`src/rtl/mul_add_u.sv`:
```
// Iterative unsigned multiply-accumulate: {hi,lo} = a*b + c, one shift-add step per clock.
// Used to recombine quotient*divisor + remainder from the sequential divider.
module mul_add_u #(
  parameter int WIDTH = 32
) (
  input  logic             clock,
  input  logic             reset,
  input  logic             start,
  input  logic [WIDTH-1:0] a,
  input  logic [WIDTH-1:0] b,
  input  logic [WIDTH-1:0] c,
  output logic [WIDTH-1:0] hi,
  output logic [WIDTH-1:0] lo,
  output logic             busy,
  output logic             done
);

  localparam int CW = $clog2(WIDTH);
  localparam logic [CW-1:0] LAST = CW'(WIDTH - 1);

  logic [WIDTH:0]   acc_hi_q, acc_hi_d;
  logic [WIDTH-1:0] acc_lo_q, acc_lo_d;
  logic [WIDTH-1:0] mcand_q, mcand_d;
  logic [CW-1:0]    cnt_q, cnt_d;
  logic             busy_q, busy_d;
  logic             done_q, done_d;
  logic [WIDTH-1:0] hi_q, hi_d;
  logic [WIDTH-1:0] lo_q, lo_d;

  logic [WIDTH:0]   sum;
  logic [2*WIDTH:0] shifted;
  logic             last_step;

  // acc_hi starts at c, so the addend rides along the partial products for free.
  assign sum       = acc_hi_q + (acc_lo_q[0] ? {1'b0, mcand_q} : '0);
  assign shifted   = {sum, acc_lo_q} >> 1;
  assign last_step = busy_q && (cnt_q == LAST);

  always_comb begin
    acc_hi_d = acc_hi_q;
    acc_lo_d = acc_lo_q;
    mcand_d  = mcand_q;
    cnt_d    = cnt_q;
    busy_d   = busy_q;
    done_d   = 1'b0;
    hi_d     = hi_q;
    lo_d     = lo_q;

    // A start landing on the final step still retires the finished result.
    if (last_step) begin
      done_d = 1'b1;
      hi_d   = shifted[2*WIDTH-1:WIDTH];
      lo_d   = shifted[WIDTH-1:0];
    end

    if (start) begin
      acc_hi_d = {1'b0, c};
      acc_lo_d = b;
      mcand_d  = a;
      cnt_d    = '0;
      busy_d   = 1'b1;
    end else if (busy_q) begin
      acc_hi_d = shifted[2*WIDTH:WIDTH];
      acc_lo_d = shifted[WIDTH-1:0];
      cnt_d    = cnt_q + CW'(1);
      if (last_step) busy_d = 1'b0;
    end
  end

  always_ff @(posedge clock) begin
    if (!reset) begin
      acc_hi_q <= '0;
      acc_lo_q <= '0;
      mcand_q  <= '0;
      cnt_q    <= '0;
      busy_q   <= 1'b0;
      done_q   <= 1'b0;
      hi_q     <= '0;
      lo_q     <= '0;
    end else begin
      acc_hi_q <= acc_hi_d;
      acc_lo_q <= acc_lo_d;
      mcand_q  <= mcand_d;
      cnt_q    <= cnt_d;
      busy_q   <= busy_d;
      done_q   <= done_d;
      hi_q     <= hi_d;
      lo_q     <= lo_d;
    end
  end

  assign hi   = hi_q;
  assign lo   = lo_q;
  assign busy = busy_q;
  assign done = done_q;

endmodule

```
`config.mk`:
```
export PLATFORM = sky130hd
export DESIGN_NAME = mul_add_u
export DESIGN_NICKNAME = d
export VERILOG_FILES = /design/src/rtl/mul_add_u.sv
export SDC_FILE = /design/constraint.sdc
export NUM_CORES = 1
export LEC_CHECK = 0
export CORE_UTILIZATION = 24
export CTS_CLUSTER_SIZE = 16
export DETAILED_ROUTE_END_ITERATION = 12
export PLACE_DENSITY_LB_ADDON = 0.2
export SYNTH_ARGS = -nofsm -noshare
export SYNTH_HDL_FRONTEND = slang
export SYNTH_SLANG_ARGS = --single-unit
```
`constraint.sdc`:
```
create_clock -name clock -period 3.97 [get_ports clock]
set_clock_uncertainty 0.2 [all_clocks]
set_input_delay 0.397 -clock clock [delete_from_list [all_inputs] [get_ports clock]]
set_output_delay 0.397 -clock clock [all_outputs]
set_load 0.03 [all_outputs]
```
==> impl_summary.md, run 1 <==
Timing
For the pin with the worst max-slew slack, the measured transition is 1020 ps. The post-route setup TNS is 0 ps. Of the available clock period, the critical path in the final layout requires 0.814. Derived from the worst setup path, the maximum achievable clock frequency is 309 MHz. Setup violations remaining at the end of the flow were counted as 0. The routed design could run at a clock period as short as 3230 ps.

The total count of hold-check failures in the final report is 0. Setup repair after global routing left no endpoint under its margin. The max-slew violation count is 0. In this run the tightest slew margin relative to its limit is 0.321.

Floorplanning
The area inside the core boundary is 33800 um^2. The chip width is 188 um. In this run the vertical extent of the chip is 188 um. During I/O placement, the number of pins put on the boundary was 165. The initial core utilization is 0.246. The initialized floorplan defines 67 standard-cell rows. The die covers 35300 um^2.

Setup path
The number of buffers and inverters on the critical path is 1. The critical path's most frequent cell is a21oi_1. The worst endpoint required time is 4080 ps. Among cell families on the critical path, the largest total delay comes from compound AO/OA/AOI/OAI gates. The depth of the most critical reg-to-reg path is 11.

The critical path runs through a total of 11 cells. The arrival time at the worst endpoint is 3340 ps. The nature of the critical path startpoint is a register. The worst-case register-to-register setup slack is 740 ps.

By startpoint and endpoint, the worst setup path is classified as register to register. Traced cell by cell, the critical path runs through buf_4, and2_1, ha_1, a211o_1, a211oi_2, o21bai_2, a21oi_1, a21oi_1, or4_1, nand4_1, o21ai_0. The slowest stage of the critical path is the or4_1 cell.

The largest incremental delay on the critical path is 440 ps. In this run the worst path has a maximum fanout of 11. The worst setup path is captured at a register.

Global routing
The initial antenna violation count is 0. The number of global-route vias before repair is 7039. Summed over all layers, the global routing overflow is 0. Entering global routing, the biggest net connects 52 pins.

The first global-routing pass estimated 39.6 mm of wire. The overall track demand over capacity in global routing is 0.143.

Cells and area
The share of post-route cells with drive strength above 1 is 0.0523. 0 antenna diodes ended up in the layout. The final instance area is 11000 um^2. After the last flow step, the layout net total stands at 1270.

The synthesis-to-layout area growth is 32.6%.

Synth
Counting flops and latches in the post-synthesis netlist gives 167. The count of synthesis-stage warnings from yosys is 0. The net count of the mapped netlist is 1145. In this run the cell area of the synthesized design comes to 8300 um^2. By area the synthesized netlist is led by dfxtp_1 40%, mux2i_1 8.9%, a21oi_1 8.1%.

The share of the synthesized area in the top cell type is 0.403. The library cell with the largest summed area after synthesis is dfxtp_1. Each instance of the synthesized netlist takes up on average 8.21 um^2. The post-synthesis sequential area ratio is 0.403. Synthesis produced 1011 cells. Counting distinct cell types in the post-synthesis netlist gives 54.

Pwr
Of the total power, the clock network draws 0.457. VDD sags by at most 0.308 mV. The internal power is 3.15 mW. Of the total power, the share spent switching nets is 0.245. The combinational power share is 0.112.

The share of total power dissipated in sequential elements is 0.431. In this run the power spent charging and discharging nets is 1.02 mW. Power spread over the standard cell area amounts to 379 nW/um^2.

The analysis attributes to cell leakage a power of 4.28 nW.

Placement
The total of buffers placed on input and output ports is 164. At the end of routability-driven placement, the weighted congestion stood at 0.843. The total cell area at the placement stage is 10400 um^2. The HPWL after detailed placement is 17.7 mm.

Clocking
Clock-pin slew was measured on the worst setup and hold paths at 70 ps. Counting along the longest clock path gives a buffer depth of 2. The post-CTS setup repair buffer count is 0. Once the clock tree was built, the resizer swapped 0 gates to a different size. The TritonCTS clock tree is done. For the worst-skew pair, the clock arrives at the later sink with an insertion delay of 430 ps. The number of buffers created by CTS is 17. The count of hold buffers inserted by post-cts repair is 0. Counting every sink on the clock net gives 167. The cell at the root of the clock tree is clkbuf_16. The H-tree level count is 4.

Detailed routing
The residual antenna-violating net count after detailed routing is 0. Dividing the detail-routed wire length by the instance count gives 15.8 um. After the first detailed-routing iteration, the DRC count stood at 286.

After detailed routing, the total wire length is 25.1 mm. The count of TritonRoute iterations in the first routing pass is 4. Dividing the detail-routed via count by the number of cells gives 4.58.

The total DRC errors in the routed layout is 0. Detailed routing inserted a total of 7311 vias.

Run status
The flow ran to the end, and the final reports show no timing, DRC or antenna violations.

Run
The max capacitance violation total is 0.

Hold path
The type of the tightest min-delay check is register to register. The number of instances on the worst hold path is 2.
## state kept, by name, indices dropped and copies added, names as in the netlist
| name | cells |
|---|---|
| lo | 32 |
| mcand_q | 32 |
| hi | 32 |
| busy | 1 |
| done | 1 |
| acc_lo_q | 32 |
| acc_hi_q | 32 |
| cnt_q | 5 |
## worst register-to-register path, cell delays in order, from the launching register on
cell      delay [ps]
dfxtp_1          310
buf_4            170
and2_1           200
ha_1             290
a211o_1          290
a211oi_2         310
o21bai_2         160
a21oi_1          310
a21oi_1          220
or4_1            440
nand4_1          100
o21ai_0          100
## metal layers
layer / up-vias / GRT usage / part of all wire
li1: 3755 / - / -
met1: 3404 / 0.200 / 0.50
met2: 135 / 0.223 / 0.45
met3: 17 / 0.0292 / 0.037
met4: 0 / 0.0388 / 0.012
met5: - / 0 / 0
## synthesized netlist by cell type, drive strengths merged
library cell / instances
dfxtp: 167
a31oi: 6
a31o: 1
nor3: 6
inv: 8
and3: 3
ha: 34
a211o: 2
or4: 1
xnor2: 20
a21oi: 138
nor2: 133
mux2i: 74
a2111oi: 3
a21o: 12
and2: 36
o221ai: 1
o21bai: 2
or3: 4
o211a: 8
o31ai: 2
o21ai: 44
o211ai: 14
nand2b: 3
nand2: 141
and4: 2
nor4b: 1
buf: 18
nor4: 2
mux2: 1
nand3: 24
a211oi: 14
a21boi: 2
fa: 1
clkbuf: 50
a221oi: 3
nand4: 7
nor2b: 5
xor2: 10
o21a: 8
## placed cells by master, fill, tap and decap left out, types with 8 or more instances in the layout
master,count
ha_1,34
clkbuf_16,17
a211oi_1,11
buf_4,8
clkdlybuf4s50_1,163
xnor2_1,20
nor2_1,133
o211a_1,8
a21oi_1,135
o211ai_1,13
dfxtp_1,166
nand3_1,24
xor2_1,10
mux2i_1,74
nand2_1,139
o21a_1,8
a21o_1,12
o21ai_0,41
and2_1,35
## power groups by stage
| stage | Combinational [mW] | Sequential [mW] | Clock, mW |
|---|---|---|---|
| after floorplan | 0.298 | 1.81 | 0 |
| after global placement | 0.467 | 1.84 | 0 |
| after detailed placement | 0.468 | 1.83 | 0 |
| after CTS | 0.471 | 1.80 | 1.97 |
| after global routing | 0.516 | 1.80 | 2.02 |
| final | 0.466 | 1.80 | 1.91 |
## cells by family (layout without fill, tap and decap cells)
kind of cell | after synthesis | after routing | synth area share
AO/OA/AOI/OAI | 260 | 260 | 0.192
XOR/XNOR | 30 | 30 | 0.0317
adder cells (fa/ha/maj) | 35 | 35 | 0.0537
buffers and inverters | 76 | 212 | 0.0360
flip-flops | 167 | 167 | 0.403
multiplexers | 75 | 75 | 0.0906
AND/OR/NAND/NOR | 368 | 368 | 0.193
## cell type report
class	instances	area, um^2
clock buffer	19	433
timing repair buffer	174	1750
fill	3591	22800
inverter	8	32.5
clock inverter	11	223
tap	448	561
multi-input combinational	768	4660
sequential	167	3350
## metrics by stage
stage | hold WS [ps] | worst slack (ps) | util | cells | total power, mW
6_report | 252 | 738 | 0.326 | 1595 | 4.17
5_1_grt | 270 | 499 | 0.326 | 1595 | 4.34
4_1_cts | 256 | 726 | 0.326 | 1595 | 4.24
3_5_place_dp | 246 | 761 | 0.306 | 1565 | 2.30
3_3_place_gp | 243 | 793 | 0.306 | 1565 | 2.30
2_1_floorplan | 244 | 1110 | - | 1011 | 2.10
## final timing paths
kind	start	endpoint
max	acc_lo_q[0]	hi[30]
min	lo[28]	lo[28]
max reg2reg	acc_lo_q[0]	hi[30]
min reg2reg	lo[28]	lo[28]
No activity file was read; power rests on OpenSTA's default activity.
==> run 2: changes to the inputs <==
- clock period: 3.97 -> 3.2 ns (I/O delays scaled with it)
==> run 2 against run 1 <==
- via count up 0.57%
- final area up 2.1%
- clock power rose by 11%
- combinational power is 31% higher
- clock-buffer cell count rose by 3
- die area unchanged
- first-iteration DRC count up 24%
- sequential share of layout area decreased by 0.63 points
- critical path depth rose by 1
- highest routed layer unchanged
- critical endpoint is now acc_hi_q[28]
- core utilization is 0.69 points higher
- fmax grew 5.9%
- largest cell class unchanged
- setup slack worse by 590 ps
==> impl_summary.md, run 2 (synthesis gave the netlist of run 1 again) <==
Setup path
The arrival time at the worst endpoint was 3160 ps (-180 ps). The worst endpoint required time came to 3300 ps (-780 ps). The setup path with the least slack is of type register to register. STA classifies the critical path endpoint as a register. The nature of the critical path startpoint is a register. The largest driver fanout on the critical path is 11 (unchanged).

Placement
The HPWL after detailed placement came to 18.0 mm (+1.9%). The global placement routability congestion was 0.869 (+3.0%). The number of cells in the design after placement came to 1581 (+1.0%). The total of buffers placed on input and output ports is 164 (unchanged). The pre-CTS setup slack came to 27.1 ps (-734 ps).

Floorplanning
The area inside the core boundary is 33800 um^2 (unchanged). The count of pins on the block boundary came to 165 (unchanged). The cell row count is 67 (unchanged). The chip height is 188 um (unchanged). The initial core utilization is 0.246 (unchanged). The chip width came to 188 um (unchanged). The area enclosed by the die boundary is 35300 um^2 (unchanged).

Detailed routing
The sum of met3 wire segment lengths after detailed routing is 966 um (+2.7%). The total via count after detailed routing was 7353 (+0.57%). The met2 layer wire length in the routed design is 11.4 mm (+0.92%). Routed signal wires occupy layers up through met4.

The count of TritonRoute iterations in the first routing pass is 5 (+1). The routed wire length is 25.2 mm (+0.48%). The total DRC errors in the routed layout is 0 (unchanged). The routed wirelength normalized by instance count came to 15.6 um (-0.76%). The number of DRC markers after the initial detailed-route iteration was 355 (+24%). The residual antenna-violating net count after detailed routing was 0 (unchanged). The detail-routed via count per cell is 4.55 (-0.67%). The length of routed wiring on met1 came to 12.7 mm (+0.67%).

Clocking
The maximum buffer depth of the clock tree is 2 (unchanged). The number of clock sinks is 167 (unchanged). The clock transition time at the flip-flop clock pins of the worst setup and hold paths is 70 ps (about the same). The TritonCTS clock tree is done.

The number of buffers created by CTS is 17 (unchanged). The insertion delay of the later-clocked pin in the worst-skew pair is 430 ps (about the same). The cell sitting at the root of the clock tree is a clkbuf_16. The count of hold buffers inserted by post-cts repair is 0 (unchanged).

The H-tree level count is 4 (unchanged).

Timing
The slew at the pin with the worst max-slew slack is 716 ps (-301 ps). The total count of hold-check failures in the final report came to 0 (unchanged). The max-slew violation count is 0 (unchanged). The maximum clock rate is 328 MHz (+5.9%).

The final setup violation count is 0 (unchanged). The worst setup slack after layout is 148 ps (-590 ps). The post-layout minimum cycle time came to 3050 ps (-180 ps). The final critical-path share of the clock period is 0.954 (+0.140). Setup repair after global routing could not meet its margin everywhere. The worst-case headroom to the max-slew limit was 0.522 (+0.201).

Pwr
The ratio of total power to cell area is 441 nW/um^2 (+16%). The worst IR drop on VDD came to 0.369 mV (+20%). The leakage power total is 4.36 nW (+1.8%).

Cells and area
The final antenna diode count was 0 (unchanged). The share of post-route cells with drive strength above 1 is 0.0814 (+0.0291). The area growth from synthesis to layout is 35.5%. The most frequent standard cell in the layout excluding fill and tap cells is dfxtp_1.

The final standard cell count with taps included and fillers excluded is 1615 (+1.3%). Leaving out fill and tap cells, the most frequent cells in the layout are 166 x dfxtp_1, 163 x clkdlybuf4s50_1, 139 x nand2_1. The end-of-flow core utilization came to 0.333 (+0.00693). The number of nets at the end of the flow is 1289 (+1.5%).

Global routing
The number of global-route vias before repair is 7105 (+0.94%). The first-pass GRT wire length came to 39.7 mm (+0.24%). The initial antenna violation count is 0 (unchanged). The final global-route overflow total was 0 (unchanged).

The overall track demand over capacity in global routing was 0.144 (about the same). The pin count of the biggest net entering global routing was 58 (+12%).

Hold path
In this run the worst hold path is classified as register to register.

Run
The max capacitance violation total came to 0 (unchanged).

Run status
The flow ran to the end, and the final reports show no timing, DRC or antenna violations.
==> run 2: final cells by class <==
class | count | area, um^2
fillers | 3540 | 22500
multi-input cells | 768 | 4800
flip-flops and latches | 167 | 3350
repair buffers | 193 | 1910
well taps | 448 | 561
clock buffers | 22 | 475
clock inverters | 9 | 116
inverters | 8 | 32.5
==> run 2: metal layers <==
| metal | global-route usage | vias to the layer above |
|---|---|---|
| met1 | 0.201 | 3397 |
| li1 | - | 3781 |
| met4 | 0.0335 | 0 |
| met2 | 0.226 | 163 |
| met3 | 0.0281 | 12 |
| met5 | 0 | - |
==> run 2: worst max-delay path, stage by stage, from the launching register on <==
cell      delay [ps]
dfxtp_1          350
buf_4            180
and2_1           160
ha_1             300
buf_4            150
nand4_1          180
nor4_1           320
o21ai_0          150
buf_4            170
a31o_2           240
o21ai_1          190
xnor2_1          180
o211ai_1         130
==> run 2: repair_timing <==
item	4_1_cts	5_1_grt
setup buffers	0	3
setup endpoints to repair	1	25
resized for setup	1	24
pin swaps	0	6
==> run 2: worst paths after layout <==
| kind | from | to | slack (ps) | depth (start not counted) |
|---|---|---|---|---|
| worst max register to register | acc_lo_q[0] | acc_hi_q[28] | 150 | 12 |
| worst max-delay path | acc_lo_q[0] | acc_hi_q[28] | 150 | 12 |
| worst min register to register | lo[15] | lo[15] | 250 | 2 |
| worst min-delay path | lo[15] | lo[15] | 250 | 2 |
==> run 2: power breakdown <==
| part | internal (mW) | switching, mW |
|---|---|---|
| sequential | 2.16 | 0.0686 |
| clock | 1.22 | 0.901 |
| combinational | 0.303 | 0.307 |
==> run 2: per-stage QoR <==
| stage | power [mW] | setup TNS (ps) | cell area (um^2) | hold WS [ps] |
|---|---|---|---|---|
| after floorplan | 2.61 | 0 | 8300 | 244 |
| after global placement | 2.87 | 0 | 10500 | 244 |
| after detailed placement | 2.87 | 0 | 10500 | 247 |
| after CTS | 5.03 | 0 | 11100 | 255 |
| after global routing | 5.18 | -44.0 | 11200 | 274 |
| final | 4.96 | 0 | 11200 | 254 |
